## config.mk

```make
export PLATFORM = sky130hd
export DESIGN_NAME = banco_almacenamiento
export DESIGN_NICKNAME = d
export VERILOG_FILES = /design/src/rtl/banco_almacenamiento.sv
export SDC_FILE = /design/constraint.sdc
export NUM_CORES = 1
export LEC_CHECK = 0
export BUFFER_PORTS_ARGS = -buffer_cell sky130_fd_sc_hd__buf_4
export CORE_UTILIZATION = 57
export CTS_CLUSTER_DIAMETER = 120
export DETAILED_ROUTE_END_ITERATION = 10
export PLACE_DENSITY = 0.8
export SYNTH_ARGS = -nofsm -noshare
export SYNTH_HDL_FRONTEND = slang
export SYNTH_SLANG_ARGS = --single-unit
```

## constraint.sdc

```tcl
create_clock -name clk -period 1.9 [get_ports clk]
set_input_delay 0.38 -clock clk [delete_from_list [all_inputs] [get_ports clk]]
set_output_delay 0.38 -clock clk [all_outputs]
set_load 0.01 [all_outputs]
```

## src/rtl/banco_almacenamiento.sv

```systemverilog
// Purpose: multi-slot store for keyboard-entered stopwatch limits; one save per keypress into the next slot.
// Latency: save updates mem/valido/ptr/AAA at the sampling edge; salida is registered, 1 cycle after sel_lect.
// Backpressure: none; a held key is consumed once, then ignored until it is released.
//
// Ports:
//   clk, reset (async, active-low)
//   dato      digit word to store, digit 0 in the LSBs
//   tecla     scan code from the keyboard decoder, held while the key is down
//   guardar   command enable; save/clear keys are ignored while low
//   sel_lect  slot to read out
//   salida    registered contents of slot sel_lect (0 if invalid or out of range)
//   valido    per-slot valid flags
//   ptr       slot the next save writes
//   guardado  one-cycle pulse per accepted save
//   lleno     all slots valid
//   AAA       sticky: at least one save since reset/clear
//
// Optional feature macro: BANCO_CLEAR_EN enables CLEAR_KEY to empty the bank.

module banco_almacenamiento #(
  parameter int          DIGITS    = 3,
  parameter int          DIG_W     = 8,
  parameter int          SLOTS     = 4,
  parameter logic [7:0]  SAVE_KEY  = 8'h75,
  parameter logic [7:0]  CLEAR_KEY = 8'h71,
  localparam int         SLOT_W    = $clog2(SLOTS)
) (
  input  logic                    clk,
  input  logic                    reset,
  input  logic [DIGITS*DIG_W-1:0] dato,
  input  logic [7:0]              tecla,
  input  logic                    guardar,
  input  logic [SLOT_W-1:0]       sel_lect,
  output logic [DIGITS*DIG_W-1:0] salida,
  output logic [SLOTS-1:0]        valido,
  output logic [SLOT_W-1:0]       ptr,
  output logic                    guardado,
  output logic                    lleno,
  output logic                    AAA
);

  localparam int W = DIGITS * DIG_W;

  typedef enum logic {IDLE, WAIT_REL} state_t;

  state_t            state, state_nxt;
  logic [W-1:0]      mem [SLOTS];
  logic              do_save;
  logic [SLOT_W-1:0] ptr_nxt;
  logic              rd_ok;
`ifdef BANCO_CLEAR_EN
  logic              do_clear;
`endif

  // Next-state and command decode. A command is only taken in IDLE, so a
  // held key acts once; WAIT_REL waits for any non-command code.
  always_comb begin
    state_nxt = state;
    do_save   = 1'b0;
`ifdef BANCO_CLEAR_EN
    do_clear  = 1'b0;
`endif
    case (state)
      IDLE: begin
        if (guardar && tecla == SAVE_KEY) begin
          do_save   = 1'b1;
          state_nxt = WAIT_REL;
        end
`ifdef BANCO_CLEAR_EN
        else if (guardar && tecla == CLEAR_KEY) begin
          do_clear  = 1'b1;
          state_nxt = WAIT_REL;
        end
`endif
      end
      WAIT_REL: begin
        if (tecla != SAVE_KEY && tecla != CLEAR_KEY)
          state_nxt = IDLE;
      end
      default: state_nxt = IDLE;
    endcase
  end

  // Wrapping write pointer; once full, the next save overwrites the oldest slot.
  assign ptr_nxt = (ptr == SLOT_W'(SLOTS - 1)) ? '0 : ptr + SLOT_W'(1);

  // With a non-power-of-2 slot count some sel_lect codes name no slot.
  generate
    if (SLOTS == (1 << SLOT_W)) begin : g_rd_full
      assign rd_ok = valido[sel_lect];
    end else begin : g_rd_part
      assign rd_ok = (sel_lect < SLOT_W'(SLOTS)) && valido[sel_lect];
    end
  endgenerate

  assign lleno = &valido;

  always_ff @(posedge clk or negedge reset) begin
    if (!reset) begin
      state    <= IDLE;
      for (int i = 0; i < SLOTS; i++) mem[i] <= '0;
      salida   <= '0;
      valido   <= '0;
      ptr      <= '0;
      guardado <= 1'b0;
      AAA      <= 1'b0;
    end else begin
      state    <= state_nxt;
      guardado <= do_save;
      // Reads the pre-edge memory, so a save into the selected slot shows
      // up one cycle later than the write.
      salida   <= rd_ok ? mem[sel_lect] : '0;
      if (do_save) begin
        mem[ptr]    <= dato;
        valido[ptr] <= 1'b1;
        ptr         <= ptr_nxt;
        AAA         <= 1'b1;
      end
`ifdef BANCO_CLEAR_EN
      else if (do_clear) begin
        // Memory contents are left in place; cleared flags hide them.
        valido <= '0;
        ptr    <= '0;
        AAA    <= 1'b0;
      end
`endif
    end
  end

endmodule

```

Yosys cells after proc, flatten, opt, wreduce, memory -nomap -nowiden
Index checks and enable logic that the tools add are counted.
{ "op_classes": {"n_mux": 16, "n_eq_ne": 4, "shift": 0, "mul": 0, "addsub": 1, "reduce_logical": 5, "magnitude_cmp": 6, "bitwise_logic": 4, "div": 0} }
{ "op_table": {"columns": ["op", "count"], "rows": [
  ["$bwmux 96", 1],
  ["$mux 24", 4],
  ["$bmux 24 s2", 1],
  ["$demux 24 s2", 1],
  ["$ne 8x7->1 const B", 2],
  ["$eq 8x7->1 const B", 1],
  ["$ge 3x3->1 const B", 2],
  ["$lt 2x3->1 const B", 2],
  ["$not 2->3", 2],
  ["$mux 1", 5],
  ["$logic_and 1x1->1", 4],
  ["$or 4x4->4", 1],
  ["$reduce_and 4->1", 1],
  ["$lt 3x1->1 const B", 1],
  ["$add 2x1->2 const B", 1],
  ["$bmux 1 s2", 1],
  ["$demux 1 s2", 1],
  ["$eq 2x2->1 const B", 1],
  ["$ge 2x1->1 const B", 1],
  ["$mux 2", 1],
  ["$pmux 1 s2", 1],
  ["$not 1->1", 1]
]} }
{ "word_totals": {"wordCells": 46, "latchBits": 0, "mem_bits_rw": 0, "out_inout_bits": 33, "regBits": 129, "input_bits": 37, "n_memories": 0, "romBits": 0} }

Longest topological paths before layout
Gate-level depths: netlist (run 1).
{ "depth": {"word_depth": 6, "ltp_mapped": 5, "mapped_depth_nobuf": 4} }

Least setup slack after synthesis (run 1)
OpenSTA, ideal clock, no wires.
{ "synth_path": {"path_kind": "input-to-reg", "start": "input sel_lect[0]", "end": "register salida[0]", "setup_ns": 0.132, "t_arrival_ns": 1.516, "n_path_buf": 2, "slack_ns": 0.252, "cell_stages": 4, "t_required_ns": 1.768, "path_cell_list": "buf_2 -> buf_2 -> mux4_2 -> nor2b_1"} }
{ "synth_via": {"elab_chain_len": 5, "word_cells_on_any_way": 7, "classes_between": "mux: 6; bitwise: 1"} }
{ "synth_rtl": {"columns": ["item", "line", "source"], "rows": [
  ["start, declared", "33", "input logic [SLOT_W-1:0] sel_lect,"],
  ["$not 2->3 (implied by the code)", "112", "salida <= rd_ok ? mem[sel_lect] : '0;"],
  ["$bmux 24 s2", "112", null],
  ["$mux 24 (implied by the code) (2 in series)", "112", null],
  ["$mux 24 (*)", "112", null],
  ["end signal, assigned", "112", null],
  ["end, declared", "34", "output logic [DIGITS*DIG_W-1:0] salida,"]
]} }
Every way passes the cells marked *; elsewhere a longest branch is shown, timed or not. The select of a mux whose other input is x is not followed.
A chain may end at the register's enable or synchronous reset.

Worst setup path after layout (run 1)
{ "layout_path": {"start": "register valido[3]", "end": "output lleno"} }
{ "layout_via": {"elab_chain_len": 1} }
{ "layout_rtl": {"columns": ["item", "line", "source"], "rows": [
  ["start, declared", "35", "output logic [SLOTS-1:0] valido,"],
  ["start signal, assigned", "103", "valido <= '0;"],
  ["start signal, assigned by index", "115", "valido[ptr] <= 1'b1;"],
  ["$reduce_and 4->1", "96", "assign lleno = &valido;"],
  ["end, declared", "38", "output logic lleno,"]
]} }
No other way between the ends.

==> impl_metrics.yaml, run 1 <==
power:
  p_per_area_nw_per_um2: 948
  p_leak_nw: 3.49
  fin_total_pwr_mw: 6.39
  vdd_drop_max_v: 0.000845
clock_tree:
  htree_num_levels: 4
  clkLatencyLatePin_ns: 0.51
  cts_tree: "yes"
  clock_sinks: 129
  cts_setup_buffers: 0
  cts_buffer_depth: 2
  cts_made_buffers: 17
  root_buffer: "clkbuf_8"
  clkTransAtPathRegs_ns: 0.06
worst_setup_path:
  critPathKind: "reg2out"
  endpoint: "lleno"
  start_kind: "register"
  cp-startpoint: "valido[3]"
  critPathMaxFanout: 4
  r2r_slack_ns: 0.27
  arrival_ns: 1.28
  crit_required_ns: 1.52
  end_kind: "output pin"
  r2r_cells: 4
  rr_endpoint: "mem[79]"
  r2r-start: "state"
logic_synthesis:
  synth_cell_type_count: 20
  synth_area_leaders: "dfrtp_1 60%, mux2_2 21%, mux4_2 10%, nor2b_1 2.8%, buf_6 1.7%"
  yosysTopAreaCellShare: 0.597
  avgSynthCellArea_um2: 17.0
  async_flop_share: 1.00
  synth_seq_area_share: 0.597
  synth_top_flop_cell: "dfrtp_1"
  synth_nets: 360
  yosys_warnings: 0
  syn_area_um2: 5410
  yosys-top-cells-count: "129 x dfrtp_1, 99 x mux2_2, 24 x mux4_2, 24 x nor2b_1, 8 x buf_6"
  syn_inst: 319
  synth_edf_count: 0
  synth-seq-cells: 129
  synth_top_cell_by_area: "dfrtp_1"
  synth_most_common_cell: "dfrtp_1"
floorplanning:
  core_area_um2: 9200
  ios: 70
  die_w_um: 99.4
  initial_utilization: 0.588
  dieArea_um2: 9880
  num_rows: 35
  die_y_um: 99.4
outcome:
  status: "completed"
global_routing:
  grtUsageTotal: 0.237
  antenna_found_initial: 0
  grt_pass1_vias: 3249
  grt_max_degree: 49
  grt_pass1_wl_um: 17100
  grt_overflow: 0
sta:
  tightest_slew_ns: 0.448
  maxSlewViolCount: 0
  finalCritPeriodShare: 0.872
  clock_skew_ns: 0.0104
  hold_viol: 0
  finalSetupViolCount: 0
  fmax_ghz: 0.604
  min_period_ns: 1.66
  slew_headroom: 0.701
  fin_tns_setup_ns: 0
  rsz0062_at_grt: "false"
layout:
  drive_above_1_share: 0.583
  n_antenna_cell: 0
  nFillCells: 569
  area_growth_pct: 24.6
  nNetsFinal: 440
place:
  gp_routability_congestion: 0.698
  io_buffers: 69
  dp_hpwl_um: 6130
detailed_routing:
  via_count: 2990
  drt_iter0_markers: 124
  vias_per_cell: 5.72
  wl_per_cell_um: 19.5
  drc_errors: 0
  postRouteWirelength_um: 10200
  final_antenna_net_count: 0
  drt_first_pass_iters: 4
run:
  maxCapViolations: 0
min_path:
  hold_path.class: "in2reg"
[stage by stage]
stage	instances	util	setup slack, ns	hold WS, ns	instance area [um^2]
finish	523	0.733	0.243	0.126	6740
global route	523	0.733	0.191	0.109	6740
CTS	523	0.733	0.224	0.106	6740
detailed placement	490	0.665	0.130	0.357	6110
global placement	490	0.665	0.221	0.356	6110
floorplan	319	-	0.252	0.0844	5410
[power by group]
| part | switching (mW) | leakage [nW] | internal [mW] | total, mW |
|---|---|---|---|---|
| Clock | 1.13 | 0.296 | 2.17 | 3.29 |
| Sequential | 0.0193 | 1.80 | 2.78 | 2.80 |
| Combinational | 0.151 | 1.39 | 0.142 | 0.293 |
[metal layers]
| layer | routed length [um] | vias to the layer above | global-route usage |
|---|---|---|---|
| met5 | 0 | - | 0 |
| met4 | 120 | 0 | 0.0781 |
| met3 | 334 | 11 | 0.0611 |
| met2 | 5350 | 54 | 0.393 |
| met1 | 4390 | 1597 | 0.307 |
| li1 | - | 1328 | - |
[layout make-up]
cell class	instances	area, um^2	area share
clock buffer	23	487	0.0723
timing repair buffer	80	716	0.106
multi-input combinational	169	2030	0.302
sequential	129	3230	0.479
inverter	2	7.51	0.00111
tap	111	139	0.0206
clock inverter	9	128	0.0189
[kinds of logic after synthesis]
| family | share of synthesized area |
|---|---|
| AOI/OAI and AO/OA | 0.00902 |
| adders and majority gates | 0.00926 |
| buffers and inverters | 0.0273 |
| DFF | 0.597 |
| muxes | 0.310 |
| and+or+nand+nor | 0.0477 |
[registers in the layout, summed over array words and instances, names as in the netlist]
name and flops:
ptr 2, valido 4, AAA 1, salida 24
guardado 1, state 1, mem 96
[worst min path at each step]
stage              from  endpoint  slack [ns]  cells after the start
2_1_floorplan     reset       AAA        0.08                      0
3_3_place_gp      reset  guardado        0.36                      1
3_5_place_dp      reset  guardado        0.36                      1
4_1_cts        dato[19]   mem[43]        0.11                      2
5_1_grt        dato[21]   mem[93]        0.11                      2
6_report       dato[19]   mem[43]        0.13                      2
[repair_timing]
item / in CTS / in global routing
hold buffers: 1 / 0
hold endpoints to repair: 30 / 0
gates resized for setup: 0 / 0
[critical path, stage by stage (launching register included)]
cell and delay [ns]:
dfrtp_1 0.41, and4_1 0.22, buf_4 0.14
[layout by cell type, fill, tap and decap left out, types with 3 or more instances in the layout]
master / count
clkinvlp_4: 3
ha_1: 4
a21o_1: 4
clkbuf_16: 16
bufinv_16: 3
dfrtp_1: 129
buf_4: 70
buf_12: 9
mux2_2: 99
clkinv_2: 3
nor2b_1: 24
clkbuf_8: 6
nand4_2: 4
mux4_2: 24
Power figures use the tool's default switching activity.
==> run 2, diff against run 1 <==
- BUFFER_PORTS_ARGS: -buffer_cell sky130_fd_sc_hd__buf_4 -> -buffer_cell sky130_fd_sc_hd__buf_2
==> run 2 against run 1 <==
Die area unchanged. Clock power down 3%. Cell area down 3.3%. Power down 2.3%. Utilization down 2.4 points. Critical path depth unchanged. Worst setup slack better by 0.029 ns. Non-clock buffer count up 2. Worst hold slack better by 0.0095 ns. Count of clock-buffer cells in the layout down 5. First-iteration DRC count down 27%. Combinational power down 10%. Critical endpoint unchanged. Largest power group unchanged. Highest routed layer unchanged.
==> impl_metrics.yaml, run 2 (same netlist as run 1, synthesis figures left out) <==
place:
  io_buffers: 69
  post-place-cells: 492
  postPlaceCellArea_um2: 5920
  gp_routability_congestion: 0.762
  dp_hpwl_um: 6110
global_routing:
  grt_max_degree: 40
  grtUsageTotal: 0.242
  grt_overflow: 0
  antenna_found_initial: 0
  grt_pass1_vias: 3334
  grt_pass1_wl_um: 17600
sta:
  min_period_ns: 1.63
  fmax_ghz: 0.614
  rsz0062_at_grt: "false"
  hold_viol: 0
  finalSetupViolCount: 0
  maxSlewViolCount: 0
  fin_tns_setup_ns: 0
  slew_headroom: 0.606
  clock_skew_ns: 0.00697
  tightest_slew_ns: 0.592
  finalCritPeriodShare: 0.857
floorplanning:
  core_area_um2: 9200
  ios: 70
  die_y_um: 99.4
  num_rows: 35
  dieArea_um2: 9880
  initial_utilization: 0.588
  die_w_um: 99.4
worst_setup_path:
  critPathKind: "reg2out"
  rr_endpoint: "mem[88]"
  crit_required_ns: 1.52
  start_kind: "register"
  end_kind: "output pin"
  r2r-start: "ptr[0]"
  r2r_slack_ns: 0.32
  critPathMaxFanout: 4
  r2r_cells: 5
  arrival_ns: 1.25
clock_tree:
  cts_buffer_depth: 2
  clkTransAtPathRegs_ns: 0.06
  root_buffer: "clkbuf_8"
  cts_setup_buffers: 0
  clock_sinks: 129
  post_cts_resized: 0
  cts_made_buffers: 17
  cts_tree: "yes"
  cts_hold_buffers: 1
  clkLatencyLatePin_ns: 0.52
  htree_num_levels: 4
power:
  pwr-share-seq: 0.449
  p_switching_mw: 1.35
  p_per_area_nw_per_um2: 958
  swShare: 0.217
  vdd_drop_max_v: 0.000632
  comb_power_share: 0.042
  p_leak_nw: 3.43
  clkPwrFrac: 0.509
  cell_internal_pwr_mw: 4.89
layout:
  nNetsFinal: 442
  ff_latch_area_um2: 3230
  n_antenna_cell: 0
  multi_input_area_um2: 2030
  area_growth_pct: 20.5
  regMostFlops: "mem"
  nFillCells: 597
  largest_reg_flops: 96
  final_core_util: 0.709
  layout_common_cells: "129 x dfrtp_1, 99 x mux2_2, 68 x buf_2"
  instances_no_fill: 525
  reg.largest.list: "mem x96, salida x24, valido x4"
  drive_above_1_share: 0.585
  final_area_um2: 6520
  final_common_cell: "dfrtp_1"
outcome:
  status: "completed"
min_path:
  worstHoldPathCells: 2
  hold_end: "mem[37]"
  hold_path.class: "in2reg"
  min_from: "dato[13]"
detailed_routing:
  drt_iter0_markers: 90
  drc_errors: 0
  wl_per_cell_um: 19.3
  final_antenna_net_count: 0
  vias_per_cell: 5.72
  drt_first_pass_iters: 5
  postRouteWirelength_um: 10100
  via_count: 3004
run:
  maxCapViolations: 0
==> run 2: changes by cell type in the layout (fill, tap and decap cells not counted), sizes merged <==
cell      previous run  this run
clkinvlp             3         5
inv                  2         3
buf                 79        81
clkbuf              23        18
clkinv               3         5
==> run 2: routing by layer <==
layer / share of wire / GRT usage / wire length (um) / vias up
met4: 0.015 / 0.0837 / 153 / 0
li1: - / - / - / 1337
met2: 0.51 / 0.395 / 5210 / 64
met3: 0.040 / 0.0654 / 408 / 14
met5: 0 / 0 / 0 / -
met1: 0.43 / 0.318 / 4350 / 1589
==> run 2: worst max path at each step <==
stage / start / endpoint / slack [ns] / cells after the start
after floorplan: sel_lect[0] / salida[0] / 0.25 / 4
after global placement: tecla[7] / ptr[1] / 0.23 / 4
after detailed placement: tecla[7] / mem[63] / 0.18 / 5
after CTS: valido[3] / lleno / 0.24 / 2
after global routing: valido[3] / lleno / 0.19 / 2
final: valido[3] / lleno / 0.27 / 2
==> run 2: cell type report <==
class                           instances  area share
Sequential cell                       129       0.495
Timing Repair Buffer                   82      0.0808
Multi-Input combinational cell        169       0.312
Clock buffer                           18      0.0641
Tap cell                              111      0.0213
Inverter                                2     0.00115
Clock inverter                         14      0.0253
==> run 2: through the flow <==
stage	hold slack [ns]	worst slack [ns]	power, mW
3_5_place_dp	0.302	0.180	3.11
4_1_cts	0.122	0.236	6.30
5_1_grt	0.128	0.192	6.45
3_3_place_gp	0.299	0.229	3.10
2_1_floorplan	0.0844	0.252	2.95
6_report	0.135	0.272	6.24
==> run 2: critical path, cell delays in order, from the launching register on <==
cell and delay, ns:
dfrtp_1 0.40, and4_1 0.20, buf_2 0.13
==> run 2: power groups by stage <==
| stage | clock network (mW) | logic (mW) | registers (mW) |
|---|---|---|---|
| after global placement | 0 | 0.259 | 2.85 |
| after CTS | 3.23 | 0.272 | 2.80 |
| after global routing | 3.35 | 0.295 | 2.80 |
| final | 3.18 | 0.263 | 2.80 |
| after floorplan | 0 | 0.109 | 2.85 |
| after detailed placement | 0 | 0.267 | 2.85 |
